**src/rtl/mem_arbiter_if.sv**
```systemverilog
// Command/response bundle between the two-client arbiter and the DDR3 memory stage.
// The arbiter uses the mux side; the memory stage (or a bench model) uses the mem side.
interface mux_mem_interface;
   logic        mem_rd;
   logic        mem_wr;
   logic [25:0] mem_addr;
   logic [31:0] mem_wr_data;
   logic [1:0]  mem_data_width;
   logic        mem_rd_ready;
   logic        mem_wr_ready;
   logic [31:0] mem_rd_data;
   logic        mem_rd_valid;

   modport mux (
      output mem_rd, mem_wr, mem_addr, mem_wr_data, mem_data_width,
      input  mem_rd_ready, mem_wr_ready, mem_rd_data, mem_rd_valid
   );

   modport mem (
      input  mem_rd, mem_wr, mem_addr, mem_wr_data, mem_data_width,
      output mem_rd_ready, mem_wr_ready, mem_rd_data, mem_rd_valid
   );
endinterface

```
**src/rtl/mem_arbiter.sv**
```systemverilog
// Round-robin arbiter for the cartridge engine (A) and host link (B) in front of DDR3.
// One command at a time, a single read outstanding, timeout recovery with stale-response drop.
module mem_arbiter #(
   parameter int          ADDR_W     = 26,
   parameter int          RD_TIMEOUT = 1024,
   parameter logic [31:0] ERR_DATA   = 32'hFFFF_FFFF
) (
   input  logic              clk,
   input  logic              rst,
   input  logic              a_req,
   input  logic              a_we,
   input  logic [ADDR_W-1:0] a_addr,
   input  logic [31:0]       a_wdata,
   input  logic [1:0]        a_width,
   output logic              a_gnt,
   output logic              a_rvalid,
   output logic [31:0]       a_rdata,
   input  logic              b_req,
   input  logic              b_we,
   input  logic [ADDR_W-1:0] b_addr,
   input  logic [31:0]       b_wdata,
   input  logic [1:0]        b_width,
   output logic              b_gnt,
   output logic              b_rvalid,
   output logic [31:0]       b_rdata,
   output logic              rd_err,
   mux_mem_interface.mux     mux_mem
);

   localparam int TW = (RD_TIMEOUT > 2) ? $clog2(RD_TIMEOUT) : 1;
   localparam logic [TW-1:0] TMO_LAST = TW'(RD_TIMEOUT - 1);

   typedef enum logic [1:0] {IDLE, ISSUE_WR, ISSUE_RD, WAIT_RD} state_t;

   state_t            state, state_n;
   logic              last_b, last_b_n;
   logic              owner_b, owner_b_n;
   logic              rd_cmd, rd_cmd_n;
   logic              wr_cmd, wr_cmd_n;
   logic [ADDR_W-1:0] cmd_addr, cmd_addr_n;
   logic [31:0]       cmd_wdata, cmd_wdata_n;
   logic [1:0]        cmd_width, cmd_width_n;
   logic              a_gnt_n, b_gnt_n, a_rvalid_n, b_rvalid_n, rd_err_n;
   logic [31:0]       a_rdata_n, b_rdata_n;
   logic [2:0]        stale_cnt, stale_cnt_n;
   logic [TW-1:0]     tmo_cnt, tmo_cnt_n;

   // On a tie the port that did not win last time takes the bus.
   logic              pick_b;
   logic              sel_we;
   logic [1:0]        sel_width;
   assign pick_b    = b_req && (!a_req || !last_b);
   assign sel_we    = pick_b ? b_we : a_we;
   assign sel_width = pick_b ? b_width : a_width;

   assign mux_mem.mem_rd         = rd_cmd;
   assign mux_mem.mem_wr         = wr_cmd;
   assign mux_mem.mem_addr       = cmd_addr;
   assign mux_mem.mem_wr_data    = cmd_wdata;
   assign mux_mem.mem_data_width = cmd_width;

   always_comb begin
      state_n     = state;
      last_b_n    = last_b;
      owner_b_n   = owner_b;
      rd_cmd_n    = rd_cmd;
      wr_cmd_n    = wr_cmd;
      cmd_addr_n  = cmd_addr;
      cmd_wdata_n = cmd_wdata;
      cmd_width_n = cmd_width;
      a_gnt_n     = 1'b0;
      b_gnt_n     = 1'b0;
      a_rvalid_n  = 1'b0;
      b_rvalid_n  = 1'b0;
      a_rdata_n   = a_rdata;
      b_rdata_n   = b_rdata;
      rd_err_n    = rd_err;
      tmo_cnt_n   = tmo_cnt;
      stale_cnt_n = stale_cnt;

      // A response owed to a timed-out read is swallowed wherever it shows up.
      if (mux_mem.mem_rd_valid && stale_cnt != 3'd0)
         stale_cnt_n = stale_cnt - 3'd1;

      case (state)
         IDLE: begin
            if (a_req || b_req) begin
               owner_b_n   = pick_b;
               last_b_n    = pick_b;
               a_gnt_n     = !pick_b;
               b_gnt_n     = pick_b;
               cmd_addr_n  = pick_b ? b_addr : a_addr;
               cmd_wdata_n = pick_b ? b_wdata : a_wdata;
               cmd_width_n = sel_width;
               if (!sel_we)
                  state_n = ISSUE_RD;
               else if (sel_width != 2'b00)
                  state_n = ISSUE_WR;
            end
         end
         ISSUE_WR: begin
            if (!wr_cmd)
               wr_cmd_n = 1'b1;
            else if (mux_mem.mem_wr_ready) begin
               wr_cmd_n = 1'b0;
               state_n  = IDLE;
            end
         end
         ISSUE_RD: begin
            if (!rd_cmd)
               rd_cmd_n = 1'b1;
            else if (mux_mem.mem_rd_ready) begin
               rd_cmd_n  = 1'b0;
               tmo_cnt_n = '0;
               state_n   = WAIT_RD;
            end
         end
         WAIT_RD: begin
            tmo_cnt_n = tmo_cnt + TW'(1);
            if (mux_mem.mem_rd_valid && stale_cnt == 3'd0) begin
               a_rvalid_n = !owner_b;
               b_rvalid_n = owner_b;
               if (owner_b) b_rdata_n = mux_mem.mem_rd_data;
               else         a_rdata_n = mux_mem.mem_rd_data;
               state_n = IDLE;
            end else if (tmo_cnt == TMO_LAST) begin
               a_rvalid_n = !owner_b;
               b_rvalid_n = owner_b;
               if (owner_b) b_rdata_n = ERR_DATA;
               else         a_rdata_n = ERR_DATA;
               rd_err_n = 1'b1;
               if (stale_cnt_n != 3'd7)
                  stale_cnt_n = stale_cnt_n + 3'd1;
               state_n = IDLE;
            end
         end
         default: state_n = IDLE;
      endcase
   end

   // Every output and piece of arbiter state is a flop loaded from the next-state logic.
   always_ff @(posedge clk) begin
      if (rst) begin
         state     <= IDLE;
         last_b    <= 1'b1;
         owner_b   <= 1'b0;
         rd_cmd    <= 1'b0;
         wr_cmd    <= 1'b0;
         cmd_addr  <= '0;
         cmd_wdata <= '0;
         cmd_width <= '0;
         a_gnt     <= 1'b0;
         b_gnt     <= 1'b0;
         a_rvalid  <= 1'b0;
         b_rvalid  <= 1'b0;
         a_rdata   <= '0;
         b_rdata   <= '0;
         rd_err    <= 1'b0;
         stale_cnt <= '0;
         tmo_cnt   <= '0;
      end else begin
         state     <= state_n;
         last_b    <= last_b_n;
         owner_b   <= owner_b_n;
         rd_cmd    <= rd_cmd_n;
         wr_cmd    <= wr_cmd_n;
         cmd_addr  <= cmd_addr_n;
         cmd_wdata <= cmd_wdata_n;
         cmd_width <= cmd_width_n;
         a_gnt     <= a_gnt_n;
         b_gnt     <= b_gnt_n;
         a_rvalid  <= a_rvalid_n;
         b_rvalid  <= b_rvalid_n;
         a_rdata   <= a_rdata_n;
         b_rdata   <= b_rdata_n;
         rd_err    <= rd_err_n;
         stale_cnt <= stale_cnt_n;
         tmo_cnt   <= tmo_cnt_n;
      end
   end

endmodule

```
**src/flat_wrapper.sv**
```systemverilog
// flat-port wrapper written by rule: the top's interface ports become plain ports
module mem_arbiter_flat 
#(
   parameter int          ADDR_W     = 26,
   parameter int          RD_TIMEOUT = 1024,
   parameter logic [31:0] ERR_DATA   = 32'hFFFF_FFFF
)
  (clk, rst, a_req, a_we, a_addr, a_wdata, a_width, a_gnt, a_rvalid, a_rdata, b_req, b_we, b_addr, b_wdata, b_width, b_gnt, b_rvalid, b_rdata, rd_err, mux_mem_mem_rd, mux_mem_mem_wr, mux_mem_mem_addr, mux_mem_mem_wr_data, mux_mem_mem_data_width, mux_mem_mem_rd_ready, mux_mem_mem_wr_ready, mux_mem_mem_rd_data, mux_mem_mem_rd_valid);
  mux_mem_interface mux_mem_i ();
  input  logic clk;
  input  logic rst;
  input  logic a_req;
  input  logic a_we;
  input  logic [ADDR_W-1:0] a_addr;
  input  logic [31:0] a_wdata;
  input  logic [1:0] a_width;
  output logic a_gnt;
  output logic a_rvalid;
  output logic [31:0] a_rdata;
  input  logic b_req;
  input  logic b_we;
  input  logic [ADDR_W-1:0] b_addr;
  input  logic [31:0] b_wdata;
  input  logic [1:0] b_width;
  output logic b_gnt;
  output logic b_rvalid;
  output logic [31:0] b_rdata;
  output logic rd_err;
  output wire logic [$bits(mux_mem_i.mem_rd)-1:0] mux_mem_mem_rd;
  output wire logic [$bits(mux_mem_i.mem_wr)-1:0] mux_mem_mem_wr;
  output wire logic [$bits(mux_mem_i.mem_addr)-1:0] mux_mem_mem_addr;
  output wire logic [$bits(mux_mem_i.mem_wr_data)-1:0] mux_mem_mem_wr_data;
  output wire logic [$bits(mux_mem_i.mem_data_width)-1:0] mux_mem_mem_data_width;
  input wire logic [$bits(mux_mem_i.mem_rd_ready)-1:0] mux_mem_mem_rd_ready;
  input wire logic [$bits(mux_mem_i.mem_wr_ready)-1:0] mux_mem_mem_wr_ready;
  input wire logic [$bits(mux_mem_i.mem_rd_data)-1:0] mux_mem_mem_rd_data;
  input wire logic [$bits(mux_mem_i.mem_rd_valid)-1:0] mux_mem_mem_rd_valid;
  assign mux_mem_mem_rd = mux_mem_i.mem_rd;
  assign mux_mem_mem_wr = mux_mem_i.mem_wr;
  assign mux_mem_mem_addr = mux_mem_i.mem_addr;
  assign mux_mem_mem_wr_data = mux_mem_i.mem_wr_data;
  assign mux_mem_mem_data_width = mux_mem_i.mem_data_width;
  assign mux_mem_i.mem_rd_ready = mux_mem_mem_rd_ready;
  assign mux_mem_i.mem_wr_ready = mux_mem_mem_wr_ready;
  assign mux_mem_i.mem_rd_data = mux_mem_mem_rd_data;
  assign mux_mem_i.mem_rd_valid = mux_mem_mem_rd_valid;
  mem_arbiter #(.ADDR_W(ADDR_W), .RD_TIMEOUT(RD_TIMEOUT), .ERR_DATA(ERR_DATA)) u_core (.clk(clk), .rst(rst), .a_req(a_req), .a_we(a_we), .a_addr(a_addr), .a_wdata(a_wdata), .a_width(a_width), .a_gnt(a_gnt), .a_rvalid(a_rvalid), .a_rdata(a_rdata), .b_req(b_req), .b_we(b_we), .b_addr(b_addr), .b_wdata(b_wdata), .b_width(b_width), .b_gnt(b_gnt), .b_rvalid(b_rvalid), .b_rdata(b_rdata), .rd_err(rd_err), .mux_mem(mux_mem_i));
endmodule
```
**config.mk**
```make
export PLATFORM = sky130hd
export DESIGN_NAME = mem_arbiter_flat
export DESIGN_NICKNAME = d
export VERILOG_FILES = /design/src/rtl/mem_arbiter_if.sv /design/src/rtl/mem_arbiter.sv /design/src/flat_wrapper.sv
export SDC_FILE = /design/constraint.sdc
export NUM_CORES = 1
export LEC_CHECK = 0
export CORE_ASPECT_RATIO = 0.7
export CORE_MARGIN = 10
export CORE_UTILIZATION = 37
export DETAILED_ROUTE_END_ITERATION = 10
export PLACE_DENSITY = 0.73
export SETUP_SLACK_MARGIN = 0.1
export SLEW_MARGIN = 20
export SYNTH_ARGS = -nofsm -noshare
export SYNTH_HDL_FRONTEND = slang
export SYNTH_SLANG_ARGS = --single-unit
```
**constraint.sdc**
```tcl
create_clock -name clk -period 2.05 [get_ports clk]
set_clock_uncertainty 0.2 [all_clocks]
set_input_delay 0.41 -clock clk [delete_from_list [all_inputs] [get_ports clk]]
set_output_delay 0.41 -clock clk [all_outputs]
set_load 0.1 [all_outputs]
```
==> impl_metrics.yaml, run 1 <==
timing:
  slew_headroom: 0.664
  finalCritPeriodShare: 1.00
  setup_ws_ns: -0.00237
  hold_viol: 0
  holdWs_ns: 0.204
  final-max-slew-violation-count: 0
  final.setup.tns_ns: -0.00237
  period_minus_slack_ns: 2.05
  rsz0062_at_grt: "true"
  setup_violations: 1
  timing.fmax_mhz: 487
  worst_slew_pin_slew_ns: 0.504
floorplan:
  core_um2: 15600
  ios: 292
  die_area_um2: 21600
  fp.dieH_um: 126
  die_w_um: 172
  start_util: 0.380
  std_cell_rows: 38
global_routing:
  overflow: 0
  grt_max_degree: 83
  grt_pass1_vias: 6196
  grt_pass1_wl_um: 35100
  antenna_found_initial: 1
  grt_use_total: 0.206
outcome:
  violations: "setup timing"
  outcome: "complete, but fails checks"
placed_design:
  place.gp.congestion: 0.817
  dp_hpwl_um: 17400
  preCtsSetupSlack_ns: -0.152
  port_buffers: 291
  post_dp_cell_area_um2: 10500
  place_inst: 1030
drt:
  wl_met2_um: 13400
  routed.top_layer: "met4"
  drcViolationCount: 0
  drtIter0Drc: 430
  vias_per_cell: 5.55
  wire_per_inst_um: 23.2
  met1Wirelength_um: 9460
  drtAntennaViolNets: 0
  drt-total-wl_um: 25000
  drt-pass1-iter-count: 5
  wl_met3_um: 1340
  vias: 5977
worst_setup_path:
  crit_required_ns: 2.20
  critical_path.slowest_cell: "dfxtp_4"
  cp-end-kind: "flop"
  r2r_slack_ns: -0.002
  rr_startpoint: "u_core.tmo_cnt[1]"
  cp_max_fo: 8
  cp-startpoint: "u_core.tmo_cnt[1]"
  arrival_ns: 2.21
  max_stage_delay_ns: 0.36
  critical_path_class: "reg2reg"
  worstPathCellList: "ha_4, nand4_4, o31a_1, nor3_4, buf_6, clkbuf_16, o221a_4"
  worstSetupStartpointType: "flop"
cells_and_area:
  final-instance-count-excl-fill: 1077
  final_util: 0.742
  area_growth_pct: 95.1
  layout-drive-gt1-share: 0.329
  design_area_um2: 11600
  nNetsFinal: 1028
power_and_ir_drop:
  switchingPower_mw: 4.69
  powerDensity_nw_per_um2: 1040
  combPwrFrac: 0.421
  swShare: 0.389
  seqPwrFrac: 0.294
  p_int_mw: 7.35
  vdd_drop_max_mv: 0.595
  finalPower_mw: 12.0
  power_frac_clock: 0.285
  p_leak_nw: 4.56
yosys:
  syn_area_um2: 5950
  yosysTopAreaCellShare: 0.498
  yosysWarnings: 0
  synth_seq_cells: 148
  yosysUniqueCellTypes: 48
  async_flop_share: 0
  synth.area.top_cells: "dfxtp_1 50%, o221a_2 11%, mux2i_1 10%"
  yosysSeqAreaShare: 0.498
  synth_nets: 726
  ys.flop_type: "dfxtp_1"
  synth_edf_count: 0
  syn_inst: 562
  syn_avg_cell_area_um2: 10.6
  yosysTopAreaCell: "dfxtp_1"
clock_network:
  htree_levels: 4
  cts_tree: "yes"
  cts_buffer_depth: 2
  numCtsBuffers: 17
  insertion_delay_ns: 0.41
  path_clk_slew_ns: 0.07
  cts-root-buf: "clkbuf_16"
  cts_hold_buf: 0
  cts.sinks: 148
hold_path:
  hold_class: "in2reg"
  worstHoldStart: "rst"
job:
  max_cap_viol_count: 0
-- metal layers --
layer	track usage	vias to the layer above
met5	0	-
met4	0.0847	0
met3	0.0559	40
met2	0.379	211
met1	0.217	2944
li1	-	2782
-- power groups by stage --
| stage | registers, mW | logic, mW | clock network [mW] |
|---|---|---|---|
| after detailed placement | 3.59 | 4.89 | 0 |
| after global routing | 3.58 | 5.26 | 3.59 |
| after floorplan | 5.42 | 0.985 | 0 |
| final | 3.54 | 5.07 | 3.43 |
| after global placement | 3.57 | 4.80 | 0 |
| after CTS | 3.53 | 4.96 | 3.47 |
-- cells in the final DEF, fill, tap and decap left out, types with 6 or more instances in the layout --
master           instances
buf_12                 140
a21oi_1                 10
clkdlybuf4s50_1        159
o221a_4                 16
clkbuf_16               21
mux2i_1                 62
buf_4                   28
dfxtp_1                142
o221a_2                 42
nor2_1                  74
a211oi_1                64
nand2_1                  9
o221a_1                  6
o21ai_0                 10
-- critical path, delay by kind of cell, from the launching register on --
kind,cells,cell delay [ns]
adders and majority gates,1,0.15
and+or+nand+nor,2,0.38
AOI/OAI and AO/OA,2,0.56
DFF,1,0.36
buffers and inverters,2,0.35
-- synthesized netlist by cell type, drive strengths merged (2+ instances only) --
library cell and n:
o21a 2, nand4 5, nand2 9, o31a 2, a31oi 2, mux2i 62
o221a 64, o21ai 10, a21oi 10, buf 31, nor4 3, nor2 74
and3 2, dfxtp 148, and2 2, ha 3, o311ai 4, nor2b 5
nand3 5, clkbuf 23, or4 4, a211oi 64, inv 6, nor3 5
-- registers in the layout, summed over array words and instances (netlist names) --
name                           flops
u_core.a_rdata                    32
u_core.b_rdata                    32
u_core.mux_mem.mem_wr_data        32
u_core.mux_mem.mem_addr           26
u_core.tmo_cnt                    10
u_core.stale_cnt                   3
u_core.mux_mem.mem_data_width      2
u_core.state                       2
u_core.a_gnt                       1
u_core.a_rvalid                    1
u_core.b_gnt                       1
u_core.b_rvalid                    1
u_core.last_b                      1
u_core.mux_mem.mem_rd              1
u_core.mux_mem.mem_wr              1
u_core.owner_b                     1
u_core.rd_err                      1
-- logic make-up (layout without fill, tap and decap cells) --
group	count (synthesis)	after routing	synth area share
AOI/OAI and AO/OA	169	169	0.248
DFF	148	148	0.498
and+or+nand+nor	119	119	0.0927
muxes	63	63	0.106
buffers and inverters	60	374	0.0488
adders and majority gates	3	3	0.00631
other	0	1	0
-- layout make-up --
cell class	count	area (um^2)
Inverter	6	22.5
Clock buffer	19	443
Antenna cell	1	2.50
Fill cell	1008	4030
Clock inverter	12	204
Sequential cell	148	2970
Tap cell	200	250
Timing Repair Buffer	337	4780
Multi-Input combinational cell	354	2940
-- path summary, 6_finish.rpt --
| check | to | cells after the start |
|---|---|---|
| max | u_core.a_rdata[4] | 7 |
| min | u_core.tmo_cnt[5] | 4 |
| max reg2reg | u_core.a_rdata[4] | 7 |
| min reg2reg | u_core.mux_mem.mem_wr_data[12] | 2 |
-- what timing repair did --
action,CTS,global route
gates cloned,1,4
pin swaps,5,2
buffers inserted,7,3
gates resized for setup,11,32
endpoints found under the setup margin,67,76
Note: power is estimated with default switching activity, not from simulation.
==> inputs of run 2 (changes only) <==
--- a/config.mk
+++ b/config.mk
@@ -7,9 +7,9 @@
 export LEC_CHECK = 0
 export CORE_ASPECT_RATIO = 0.7
 export CORE_MARGIN = 10
-export CORE_UTILIZATION = 37
+export CORE_UTILIZATION = 41
 export DETAILED_ROUTE_END_ITERATION = 10
-export PLACE_DENSITY = 0.73
+export PLACE_DENSITY = 0.77
 export SETUP_SLACK_MARGIN = 0.1
 export SLEW_MARGIN = 20
 export SYNTH_ARGS = -nofsm -noshare
==> constraint.sdc (replaced) <==
create_clock -name clk -period 2.35 [get_ports clk]
set_clock_uncertainty 0.2 [all_clocks]
set_input_delay 0.47 -clock clk [delete_from_list [all_inputs] [get_ports clk]]
set_output_delay 0.47 -clock clk [all_outputs]
set_load 0.1 [all_outputs]
==> run 2 against run 1 <==
  * Sequential share of layout area grew 5.8 points
  * First-iteration DRC count shrank 17%
  * The run now ends clean
  * Register-to-register slack gained 0.19 ns
  * Critical path depth shrank 1
  * Largest power group unchanged
  * Core utilization shrank 7.1 points
  * Cell area shrank 19%
  * Highest routed layer unchanged
  * Critical path type unchanged
==> impl_metrics.yaml, run 2 (synthesis results as in run 1) <==
outcome:
  outcome: "completed"
timing:
  final-max-slew-violation-count: 0
  finalCritPeriodShare: 0.921
  period_minus_slack_ns: 2.16
  worst_slew_pin_slew_ns: 0.486
  timing.fmax_mhz: 462
  setup_violations: 0
  final.setup.tns_ns: 0
  hold_viol: 0
  slew_headroom: 0.676
  holdWs_ns: 0.276
  setup_ws_ns: 0.187
  rsz0062_at_grt: "false"
global_routing:
  antenna_found_initial: 0
  grt_pass1_vias: 5832
  overflow: 0
  grt_use_total: 0.201
  grt_max_degree: 67
  grt_pass1_wl_um: 32200
drt:
  vias_per_cell: 5.33
  drtAntennaViolNets: 0
  drcViolationCount: 0
  drt-total-wl_um: 20900
  vias: 5595
  drt-pass1-iter-count: 5
  wire_per_inst_um: 20.0
  drtIter0Drc: 359
worst_setup_path:
  max_stage_delay_ns: 0.39
  cp_num_buf_inv: 1
  arrival_ns: 2.31
  critical_path_class: "reg2reg"
  cp_max_fo: 16
  worstPathCellList: "ha_2, nand4_2, o31a_1, nor3_4, clkbuf_16, o221a_1"
  cp_top_family: "compound AO/OA/AOI/OAI gates"
  worstSetupStartpointType: "flop"
  r2r_slack_ns: 0.19
  cp-end-kind: "flop"
  critical_path.slowest_cell: "o31a_1"
  crit_required_ns: 2.50
power_and_ir_drop:
  p_leak_nw: 3.87
  powerDensity_nw_per_um2: 959
  finalPower_mw: 9.05
  vdd_drop_max_mv: 0.511
floorplan:
  die_area_um2: 19800
  ios: 292
  fp.dieH_um: 121
  core_um2: 14100
  std_cell_rows: 36
  start_util: 0.424
  die_w_um: 164
clock_network:
  cts_tree: "yes"
  cts.sinks: 148
  cts_hold_buf: 0
  path_clk_slew_ns: 0.06
  insertion_delay_ns: 0.40
  cts-root-buf: "clkbuf_16"
  cts_buffer_depth: 2
  htree_levels: 4
  numCtsBuffers: 17
cells_and_area:
  final_common_cell: "clkdlybuf4s50_1"
  nNetsFinal: 1010
  diodes: 0
  layout-drive-gt1-share: 0.303
  final-instance-count-excl-fill: 1049
  layout_common_cells: "159 x clkdlybuf4s50_1, 147 x buf_4, 147 x dfxtp_1"
  final_util: 0.672
  area_growth_pct: 58.7
  design_area_um2: 9440
hold_path:
  hold_class: "reg2reg"
placed_design:
  dp_hpwl_um: 16400
  post_dp_cell_area_um2: 8850
  port_buffers: 291
  preCtsSetupSlack_ns: 0.0344
  place_inst: 1015
  place.gp.congestion: 0.866
job:
  max_cap_viol_count: 0
## run 2: cell types whose count changed in the layout (fill, tap and decap cells not counted), moves of 2 or more
cell,before,now
buf_4,28,147
clkbuf_16,21,18
o221a_2,42,58
dfxtp_2,5,1
buf_12,140,11
bufinv_16,5,0
buf_6,4,0
dfxtp_1,142,147
inv_6,1,5
inv_2,3,1
inv_1,3,5
ha_4,2,0
o221a_4,16,0
## run 2: report_power, final
group | leakage (nW) | total (mW) | internal (mW) | switching (mW)
Sequential | 1.21 | 2.97 | 2.79 | 0.178
Clock | 0.259 | 2.49 | 1.37 | 1.12
Combinational | 2.40 | 3.60 | 1.01 | 2.59
Total | 3.87 | 9.05 | 5.17 | 3.88
## run 2: final timing paths
check,to,from,cells past startpoint
worst max-delay path,u_core.a_rdata[29],u_core.tmo_cnt[1],6
worst min register to register,u_core.tmo_cnt[0],u_core.tmo_cnt[0],1
worst min-delay path,u_core.tmo_cnt[0],u_core.tmo_cnt[0],1
worst max register to register,u_core.a_rdata[29],u_core.tmo_cnt[1],6
## run 2: cell type report
class,instances,area [um^2]
tap,190,238
timing repair buffer,319,2950
clock buffer,17,425
inverter,6,22.5
sequential,148,2960
clock inverter,15,121
multi-input combinational,354,2730
fill,1082,4610
## run 2: timing repair
item | CTS | global route
hold endpoints to repair | 0 | 0
setup endpoints to repair | 0 | 67
resized for setup | 0 | 3
setup buffers | 0 | 1
## run 2: layer usage
metal  vias to the layer above  routed length (um)  GRT usage
li1                       2735                   -          -
met1                      2651                8140      0.214
met2                       180               10900      0.365
met3                        29                1350     0.0647
met4                         0                 500     0.0718
met5                         -                   0          0
## run 2: worst register-to-register path, stage by stage (launching register included)
cell       delay, ns
dfxtp_1         0.38
ha_2            0.26
nand4_2         0.22
o31a_1          0.39
nor3_4          0.24
clkbuf_16       0.24
o221a_1         0.18
==> inputs of run 3 (changes only) <==
--- a/config.mk
+++ b/config.mk
@@ -7,9 +7,9 @@
 export LEC_CHECK = 0
 export CORE_ASPECT_RATIO = 0.7
 export CORE_MARGIN = 10
-export CORE_UTILIZATION = 41
+export CORE_UTILIZATION = 44
 export DETAILED_ROUTE_END_ITERATION = 10
-export PLACE_DENSITY = 0.77
+export PLACE_DENSITY = 0.82
 export SETUP_SLACK_MARGIN = 0.1
 export SLEW_MARGIN = 20
 export SYNTH_ARGS = -nofsm -noshare
==> constraint.sdc (replaced) <==
create_clock -name clk -period 2.6 [get_ports clk]
set_clock_uncertainty 0.2 [all_clocks]
set_input_delay 0.52 -clock clk [delete_from_list [all_inputs] [get_ports clk]]
set_output_delay 0.52 -clock clk [all_outputs]
set_load 0.1 [all_outputs]
==> run 3 against run 2 <==
  * Clock power rose by 3%
  * Sequential share of layout area increased by 0.45 points
  * Combinational power decreased by 11%
  * Critical path type unchanged
  * Critical endpoint is now u_core.b_rdata[8]
==> impl_metrics.yaml, run 3 (synthesis results as in run 1) <==
drt:
  drtAntennaViolNets: 0
  wire_per_inst_um: 20.3
  drt-pass1-iter-count: 4
  drtIter0Drc: 329
  drcViolationCount: 0
  vias_per_cell: 5.41
  drt-total-wl_um: 20900
  vias: 5558
timing:
  timing.fmax_mhz: 450
  rsz0062_at_grt: "false"
  final.setup.tns_ns: 0
  period_minus_slack_ns: 2.22
  finalCritPeriodShare: 0.854
  final-max-slew-violation-count: 0
  hold_viol: 0
  slew_headroom: 0.452
  setup_violations: 0
  worst_slew_pin_slew_ns: 0.822
cells_and_area:
  diodes: 0
  nNetsFinal: 994
  layout_common_cells: "159 x clkdlybuf4s50_1, 148 x dfxtp_1, 137 x buf_4"
  layout-drive-gt1-share: 0.286
  fill_cells: 984
  final-instance-count-excl-fill: 1028
  area_growth_pct: 56.4
  final_common_cell: "clkdlybuf4s50_1"
worst_setup_path:
  worstPathCellList: "ha_1, nand4_2, o31ai_1, and3_1, buf_12, o221a_2"
  critical_path.slowest_cell: "dfxtp_1"
  r2r_end: "u_core.b_rdata[8]"
  critical_path_class: "reg2reg"
  arrival_ns: 2.37
  max_stage_delay_ns: 0.41
  cp-end-kind: "flop"
  worstSetupStartpointType: "flop"
  rr_startpoint: "u_core.tmo_cnt[0]"
  ff2ff_path_depth: 6
  crit_required_ns: 2.75
  cp_max_fo: 32
  r2r_slack_ns: 0.38
outcome:
  outcome: "completed"
hold_path:
  worstHoldStart: "rst"
  min_to: "u_core.rd_err"
  min_delay_path_depth: 2
  hold_class: "in2reg"
clock_network:
  insertion_delay_ns: 0.40
  path_clk_slew_ns: 0.06
  cts_setup_buffers: 0
  cts_hold_buf: 0
  post_cts_resized: 0
  numCtsBuffers: 17
  cts_tree: "yes"
  cts_buffer_depth: 2
  cts.sinks: 148
  cts-root-buf: "clkbuf_16"
  htree_levels: 4
placed_design:
  dp_hpwl_um: 16100
  place.gp.congestion: 0.847
  place_inst: 996
  port_buffers: 291
global_routing:
  grt_pass1_wl_um: 33000
  overflow: 0
  antenna_found_initial: 0
  grt_max_degree: 79
  grt_use_total: 0.213
  grt_pass1_vias: 5875
power_and_ir_drop:
  p_leak_nw: 3.81
  vdd_drop_max_mv: 0.538
  powerDensity_nw_per_um2: 906
floorplan:
  start_util: 0.452
  std_cell_rows: 35
  ios: 292
  die_area_um2: 18700
  fp.dieH_um: 117
  core_um2: 13200
  die_w_um: 159
job:
  max_cap_viol_count: 0
[run 3: layer usage]
| metal | wire length, um | GRT usage |
|---|---|---|
| met4 | 568 | 0.0762 |
| met5 | 0 | 0 |
| met2 | 10800 | 0.379 |
| met3 | 1190 | 0.0678 |
| met1 | 8310 | 0.233 |
[run 3: worst max-delay path by stage]
stage	slack [ns]	to	start	depth (start not counted)
6_report	0.38	u_core.b_rdata[8]	u_core.tmo_cnt[0]	6
5_1_grt	0.27	u_core.b_rdata[10]	u_core.tmo_cnt[0]	6
4_1_cts	0.42	u_core.a_rdata[6]	u_core.tmo_cnt[0]	6
3_5_place_dp	0.15	u_core.mux_mem.mem_wr_data[30]	a_req	5
3_3_place_gp	0.19	u_core.a_rdata[18]	mux_mem_mem_rd_valid	5
2_1_floorplan	0.58	u_core.a_rdata[21]	mux_mem_mem_rd_valid	6
[run 3: through the flow]
stage | hold slack (ns) | worst slack, ns | util | power (mW) | instance area [um^2]
after global routing | 0.177 | 0.265 | 0.706 | 8.76 | 9310
after detailed placement | 0.263 | 0.155 | 0.658 | 5.92 | 8680
after CTS | 0.161 | 0.418 | 0.706 | 8.49 | 9310
after floorplan | 0.264 | 0.579 | - | 5.05 | 5950
after global placement | 0.262 | 0.193 | 0.658 | 5.86 | 8680
final | 0.174 | 0.380 | 0.706 | 8.43 | 9310
[run 3: final cells by class]
cell class / instances / area [um^2] / share of cell area
Multi-Input combinational cell: 354 / 2720 / 0.292
Sequential cell: 148 / 2960 / 0.318
Timing Repair Buffer: 303 / 2750 / 0.295
Inverter: 6 / 22.5 / 0.00242
Tap cell: 185 / 231 / 0.0249
Clock inverter: 13 / 174 / 0.0187
Clock buffer: 19 / 453 / 0.0487
[run 3: power by group]
| part | switching [mW] | total, mW | leakage (nW) | internal (mW) |
|---|---|---|---|---|
| clock | 0.980 | 2.56 | 0.297 | 1.58 |
| sequential | 0.161 | 2.68 | 1.21 | 2.52 |
| combinational | 2.33 | 3.19 | 2.30 | 0.858 |
[run 3: critical path: cells and delay by family, from the launching register on]
kind	cells	cell delay, ns
AOI/OAI and AO/OA	2	0.58
adders and majority gates	1	0.30
buffers and inverters	1	0.20
DFF	1	0.41
and+or+nand+nor	2	0.47
